## config.mk

```make
export PLATFORM = sky130hd
export DESIGN_NAME = led_breath_ctrl
export DESIGN_NICKNAME = d
export VERILOG_FILES = /design/src/rtl/led_pkg.sv /design/src/rtl/btn_debounce.sv /design/src/rtl/led_breath_ctrl.sv
export SDC_FILE = /design/constraint.sdc
export NUM_CORES = 1
export LEC_CHECK = 0
export ABC_CLOCK_PERIOD_IN_PS = 4690
export BUFFER_PORTS_ARGS = -buffer_cell sky130_fd_sc_hd__buf_2
export CORE_MARGIN = 2
export CORE_UTILIZATION = 30
export DETAILED_ROUTE_END_ITERATION = 10
export PLACE_DENSITY = 0.54
export REMOVE_ABC_BUFFERS = 1
export SYNTH_ARGS = -nofsm -noshare
export SYNTH_HDL_FRONTEND = slang
export SYNTH_SLANG_ARGS = --single-unit
```

## constraint.sdc

```tcl
create_clock -name clk -period 4.69 [get_ports clk]
set_input_delay 0.7035 -clock clk [delete_from_list [all_inputs] [get_ports clk]]
set_output_delay 0.7035 -clock clk [all_outputs]
set_load 0.01 [all_outputs]
```

## src/rtl/led_pkg.sv

```systemverilog
// Shared encodings for the LED breath/blink driver.
package led_pkg;

    localparam int unsigned CLK_HZ = 27_000_000;

    localparam logic [1:0] MODE_OFF    = 2'd0;
    localparam logic [1:0] MODE_BLINK  = 2'd1;
    localparam logic [1:0] MODE_BREATH = 2'd2;

    typedef enum logic [1:0] {
        BR_UP      = 2'd0,
        BR_HOLD_HI = 2'd1,
        BR_DOWN    = 2'd2,
        BR_HOLD_LO = 2'd3
    } breath_state_e;

    // Mode rotation OFF -> BLINK -> BREATH -> OFF; never yields 3.
    function automatic logic [1:0] next_mode(input logic [1:0] m);
        case (m)
            MODE_OFF:   return MODE_BLINK;
            MODE_BLINK: return MODE_BREATH;
            default:    return MODE_OFF;
        endcase
    endfunction

endpackage

```

## src/rtl/btn_debounce.sv

```systemverilog
// Button synchronizer and debouncer; emits a one-cycle pulse on each accepted press.
module btn_debounce #(
    parameter int unsigned DEBOUNCE_CYCLES = 270000
) (
    input  logic clk,
    input  logic rst_n,
    input  logic btn_n,
    output logic level,
    output logic press
);

    localparam int unsigned CNT_W = (DEBOUNCE_CYCLES > 1) ? $clog2(DEBOUNCE_CYCLES) : 1;
    localparam logic [CNT_W-1:0] CNT_LAST = CNT_W'(DEBOUNCE_CYCLES - 1);

    logic             sync1_q, sync2_q;
    logic             level_q, level_d;
    logic             armed_q, armed_d;
    logic             press_q, press_d;
    logic [CNT_W-1:0] cnt_q, cnt_d;

    always_ff @(posedge clk or negedge rst_n) begin
        if (!rst_n) begin
            sync1_q <= 1'b1;
            sync2_q <= 1'b1;
            level_q <= 1'b1;
            armed_q <= 1'b0;
            press_q <= 1'b0;
            cnt_q   <= '0;
        end else begin
            sync1_q <= btn_n;
            sync2_q <= sync1_q;
            level_q <= level_d;
            armed_q <= armed_d;
            press_q <= press_d;
            cnt_q   <= cnt_d;
        end
    end

    // Until a stable release has been seen after reset, a button held through
    // reset must not count as a press: only released samples are counted.
    always_comb begin
        level_d = level_q;
        armed_d = armed_q;
        press_d = 1'b0;
        cnt_d   = '0;
        if (!armed_q) begin
            if (sync2_q) begin
                if (cnt_q == CNT_LAST) begin
                    armed_d = 1'b1;
                end else begin
                    cnt_d = cnt_q + CNT_W'(1);
                end
            end
        end else if (sync2_q != level_q) begin
            if (cnt_q == CNT_LAST) begin
                level_d = sync2_q;
                press_d = level_q & ~sync2_q;
            end else begin
                cnt_d = cnt_q + CNT_W'(1);
            end
        end
    end

    assign level = level_q;
    assign press = press_q;

endmodule

```

## src/rtl/led_breath_ctrl.sv

```systemverilog
// Mode-selectable LED PWM driver (OFF / BLINK / BREATH) for the board LED pin.
module led_breath_ctrl
    import led_pkg::*;
#(
    parameter int unsigned PWM_BITS        = 8,
    parameter int unsigned STEP_CYCLES     = 26367,
    parameter int unsigned HOLD_STEPS      = 64,
    parameter int unsigned DEBOUNCE_CYCLES = 270000,
    parameter int unsigned LED_ACTIVE_LOW  = 1
) (
    input  logic                clk,
    input  logic                rst_n,
    input  logic                btn_n,
    output logic                led,
    output logic [1:0]          mode,
    output logic [PWM_BITS-1:0] duty
);

    localparam int unsigned STEP_W  = (STEP_CYCLES > 1) ? $clog2(STEP_CYCLES) : 1;
    localparam int unsigned HOLD_W  = (HOLD_STEPS > 1) ? $clog2(HOLD_STEPS) : 1;
    localparam int unsigned BLINK_W = 8;

    localparam logic [STEP_W-1:0]   STEP_LAST = STEP_W'(STEP_CYCLES - 1);
    localparam logic [HOLD_W-1:0]   HOLD_LAST = HOLD_W'(HOLD_STEPS - 1);
    localparam logic [PWM_BITS-1:0] DUTY_MAX  = '1;
    localparam logic                LED_OFF   = (LED_ACTIVE_LOW != 0);

    logic                btn_level;
    logic                btn_press;
    logic                mode_adv_c;
    logic                step_c;

    logic [1:0]          mode_q, mode_d;
    breath_state_e       state_q, state_d;
    logic [PWM_BITS-1:0] duty_q, duty_d;
    logic [PWM_BITS-1:0] pwm_q, pwm_d;
    logic [STEP_W-1:0]   timer_q, timer_d;
    logic [HOLD_W-1:0]   hold_q, hold_d;
    logic [BLINK_W-1:0]  blink_q, blink_d;
    logic                led_q, led_d;

    btn_debounce #(
        .DEBOUNCE_CYCLES(DEBOUNCE_CYCLES)
    ) u_btn (
        .clk   (clk),
        .rst_n (rst_n),
        .btn_n (btn_n),
        .level (btn_level),
        .press (btn_press)
    );

    // A press pulse is only valid while the debounced level reads pressed.
    assign mode_adv_c = btn_press & ~btn_level;
    assign step_c     = (timer_q == STEP_LAST);

    always_ff @(posedge clk or negedge rst_n) begin
        if (!rst_n) begin
            mode_q  <= MODE_BREATH;
            state_q <= BR_HOLD_LO;
            duty_q  <= '0;
            pwm_q   <= '0;
            timer_q <= '0;
            hold_q  <= '0;
            blink_q <= '0;
            led_q   <= LED_OFF;
        end else begin
            mode_q  <= mode_d;
            state_q <= state_d;
            duty_q  <= duty_d;
            pwm_q   <= pwm_d;
            timer_q <= timer_d;
            hold_q  <= hold_d;
            blink_q <= blink_d;
            led_q   <= led_d;
        end
    end

    // Mode change clears the brightness pattern and takes priority over a step.
    always_comb begin
        mode_d  = mode_q;
        state_d = state_q;
        duty_d  = duty_q;
        hold_d  = hold_q;
        blink_d = blink_q;
        timer_d = step_c ? '0 : timer_q + STEP_W'(1);
        pwm_d   = pwm_q + PWM_BITS'(1);
        led_d   = (pwm_q < duty_q) ? ~LED_OFF : LED_OFF;

        if (mode_adv_c) begin
            mode_d  = next_mode(mode_q);
            state_d = BR_HOLD_LO;
            duty_d  = '0;
            hold_d  = '0;
            blink_d = '0;
            timer_d = '0;
        end else if (step_c) begin
            case (mode_q)
                MODE_BLINK: begin
                    blink_d = blink_q + BLINK_W'(1);
                    duty_d  = blink_d[BLINK_W-1] ? DUTY_MAX : '0;
                end
                MODE_BREATH: begin
                    case (state_q)
                        BR_UP: begin
                            if (duty_q == DUTY_MAX) begin
                                state_d = BR_HOLD_HI;
                                hold_d  = '0;
                            end else begin
                                duty_d = duty_q + PWM_BITS'(1);
                            end
                        end
                        BR_HOLD_HI: begin
                            if (hold_q == HOLD_LAST) state_d = BR_DOWN;
                            else                     hold_d  = hold_q + HOLD_W'(1);
                        end
                        BR_DOWN: begin
                            if (duty_q == '0) begin
                                state_d = BR_HOLD_LO;
                                hold_d  = '0;
                            end else begin
                                duty_d = duty_q - PWM_BITS'(1);
                            end
                        end
                        BR_HOLD_LO: begin
                            if (hold_q == HOLD_LAST) state_d = BR_UP;
                            else                     hold_d  = hold_q + HOLD_W'(1);
                        end
                        default: state_d = BR_HOLD_LO;
                    endcase
                end
                default: duty_d = '0;
            endcase
        end
    end

    assign led  = led_q;
    assign mode = mode_q;
    assign duty = duty_q;

endmodule

```

==> run_results.csv <==
group,metric,value,unit
place,place_ws,1840,ps
timing,relSlewSlack,37.6,%
worst_setup_path,rrSetupSlack,1780,ps
place,placed_cell_area,0.00445,mm2
timing,max_freq,344,MHz
min_path,hold_path_class,"reg2reg",
pwr,power,1.36,mW
yosys,synthDistinctLibCells,58,
route,route.detailed.drc,0,
worst_setup_path,max_stage_delay,560,ps
cts,worstSkewPairLatency,340,ps
min_path,min_path_cells,0,
yosys,synth_area_leaders,"dfrtp_1, ha_1, xor2_1",
run_status,outcome,"complete, no violations",
yosys,synth_top_area_share,39.6,%
worst_setup_path,crit_chain,"inv_1 > ha_1 > xor2_1 > ha_1 > o21ai_0 > o21ai_0 > a211oi_1 > mux2i_1 > a21oi_1 > o21ai_0",
pwr,cellLeakagePower,2.12,nW
place,dp_hpwl,5550,um
yosys,ys_warn_count,0,
route,routed_wl,8230,um
yosys,synth_cells,440,
route,drt_iter0_markers,261,
die,die_h,123,um
route,vias,3140,
timing,setup_tns,0,ps
worst_setup_path,cp.arrival,3170,ps
global_routing,grt_max_degree,75,
worst_setup_path,rr_worst_depth,10,
worst_setup_path,critPathKind,"reg2reg",
timing,period_minus_slack,2910,ps
timing,period_share,62.0,%
worst_setup_path,slowest_stage,"dfstp_2",
die,design.core.area,0.0138,mm2
yosys,synth_common_cells,"dfrtp_1, nor2_1, nand2_1, xor2_1, ha_1",
timing,grt_setup_unrepaired,"no",
yosys,yosysMostFrequentCell,"dfrtp_1",
yosys,async_flop_share,100,%
cts,cts_resized,0,
place,gp_congestion,0.904,
place,dp.cells,621,
finish,drive_above_1_share,10.5,%
cts,clk_pin_slew,60,ps
pwr,peakVddDrop,0.154,mV
cts,cts_buffer_depth,2,
yosys,ys_ff_latch,74,
route,drt.antenna.violating_nets,0,
min_path,holdPathEnd,"u_btn.sync2_q",
finish,n_antenna_cell,0,
pwr,p_per_area,287,mW/mm2
die,dieArea,0.0151,mm2
cts,cts_setup_buffers,0,
die,num_rows,43,
yosys,synth_flop_cell,"dfrtp_1",
cts,cts.root.buffer_cell,"clkbuf_16",
die,die_w,123,um
cts,htree_levels,3,
global_routing,antenna_found_initial,0,
worst_setup_path,required,4950,ps
global_routing,grt_pass1_wl,14000,um
die,io_pins,14,
worst_setup_path,crit_top_cell,"o21ai_0",
cts,hold_buffers,0,
global_routing,grt_overflow,0,
worst_setup_path,worstReg2RegStart,"state_q[0]",
finish,areaGrowthSynthToFinish,12.1,%
timing,tightest_slew,936,ps
yosys,synth_edf_count,0,
global_routing,grt_pass1_vias,3059,
timing,skew,5.83,ps
yosys,seq_area_frac_synth,44.0,%
die,initial_core_util,30.6,%
finish,stdcell_count,637,
yosys,synth.cell_area,0.00423,mm2
worst_setup_path,r2r_end,"duty[6]",
finish,fin_nets,483,
yosys,synth_top_cell_by_area,"dfrtp_1",
cts,cts-buffers-inserted,9,
timing,hold_viol_final,0,
route,wl_per_cell,12.9,um
route,vias_per_cell,4.93,
worst_setup_path,cp-end-kind,"flip-flop",
timing,slew_violations,0,
cts,cts.sinks,74,
yosys,synth.avg_cell_area,9.61,um2
worst_setup_path,cp_max_fo,18,
timing,setup_ws,1780,ps
route,drtPass1Iterations,4,
worst_setup_path,critPathLaunchType,"flip-flop",
flow_run,cap_violations,0,
place,io_buffers,13,
timing,setup_viol,0,
global_routing,grt_usage,11.7,%
finish,final_area,0.00474,mm2
cts,cts_tree,"yes",
min_path,min-delay-start,"u_btn.sync1_q",
[worst max path at each step]
stage | startpoint | endpoint | slack [ps] | cells after the start
2_1_floorplan | state_q[0] | duty[6] | 2170 | 10
5_1_grt | state_q[0] | duty[6] | 1480 | 10
6_report | state_q[0] | duty[6] | 1780 | 10
3_3_place_gp | state_q[0] | duty[6] | 1920 | 10
3_5_place_dp | state_q[0] | duty[6] | 1840 | 10
4_1_cts | state_q[0] | duty[6] | 1800 | 10
[state kept, by name, summed over array words and instances (netlist names)]
signal	flops
pwm_q	8
u_btn.sync1_q	1
led	1
blink_q	8
u_btn.cnt_q	19
timer_q	15
u_btn.press	1
u_btn.level	1
duty	8
u_btn.armed_q	1
mode	2
state_q	2
hold_q	6
u_btn.sync2_q	1
[cell families after synthesis]
group / Yosys count / synth area share, %
simple gates: 181 / 21.4
compound gates: 69 / 11.4
mux: 3 / 0.828
xor+xnor: 49 / 10.1
flops: 74 / 44.0
buf+inv: 36 / 4.02
fa+ha+maj: 28 / 8.28
[layout make-up]
type / instances / area [um2]
clock buffers: 11 / 243
clock inverters: 5 / 53.8
fillers: 1388 / 9080
inverters: 23 / 86.3
multi-input cells: 330 / 2200
flip-flops and latches: 74 / 1860
well taps: 180 / 225
repair buffers: 14 / 75.1
[layout by cell type, fill, tap and decap left out, types with 15 or more instances in the layout]
cell type   n
o21ai_0    19
a21oi_1    15
inv_1      23
dfrtp_1    67
ha_1       28
nor2_1     63
xnor2_1    19
nand2_1    33
xor2_1     30
nand3_1    20
[per-stage QoR]
step                hold slack [ps]  util (%)
floorplan                       345         -
global placement                363      32.2
detailed placement              363      32.2
CTS                             374      34.3
global route                    374      34.3
finish                          371      34.3
[per-layer routing]
layer	wire length [um]	GRT usage, %	vias up
met4	154	5.75	0
met1	3950	14.9	1534
met3	295	2.04	11
met2	3830	19.0	47
met5	0	0	-
li1	-	-	1548
[where the power goes]
part / leakage [nW] / total (mW) / switching [mW] / internal, mW
logic: 0.996 / 0.0205 / 0.0171 / 0.00346
clock network: 0.149 / 0.695 / 0.270 / 0.425
registers: 0.978 / 0.645 / 0.00265 / 0.643
total: 2.12 / 1.36 / 0.290 / 1.07
[worst max-delay path: cells and delay by family (launching register included)]
kind	cells	cell delay, ps
fa+ha+maj	2	720
xor+xnor	1	240
mux	1	230
compound gates	5	980
buf+inv	1	90
flops	1	560
No activity file was read; power rests on OpenSTA's default activity.
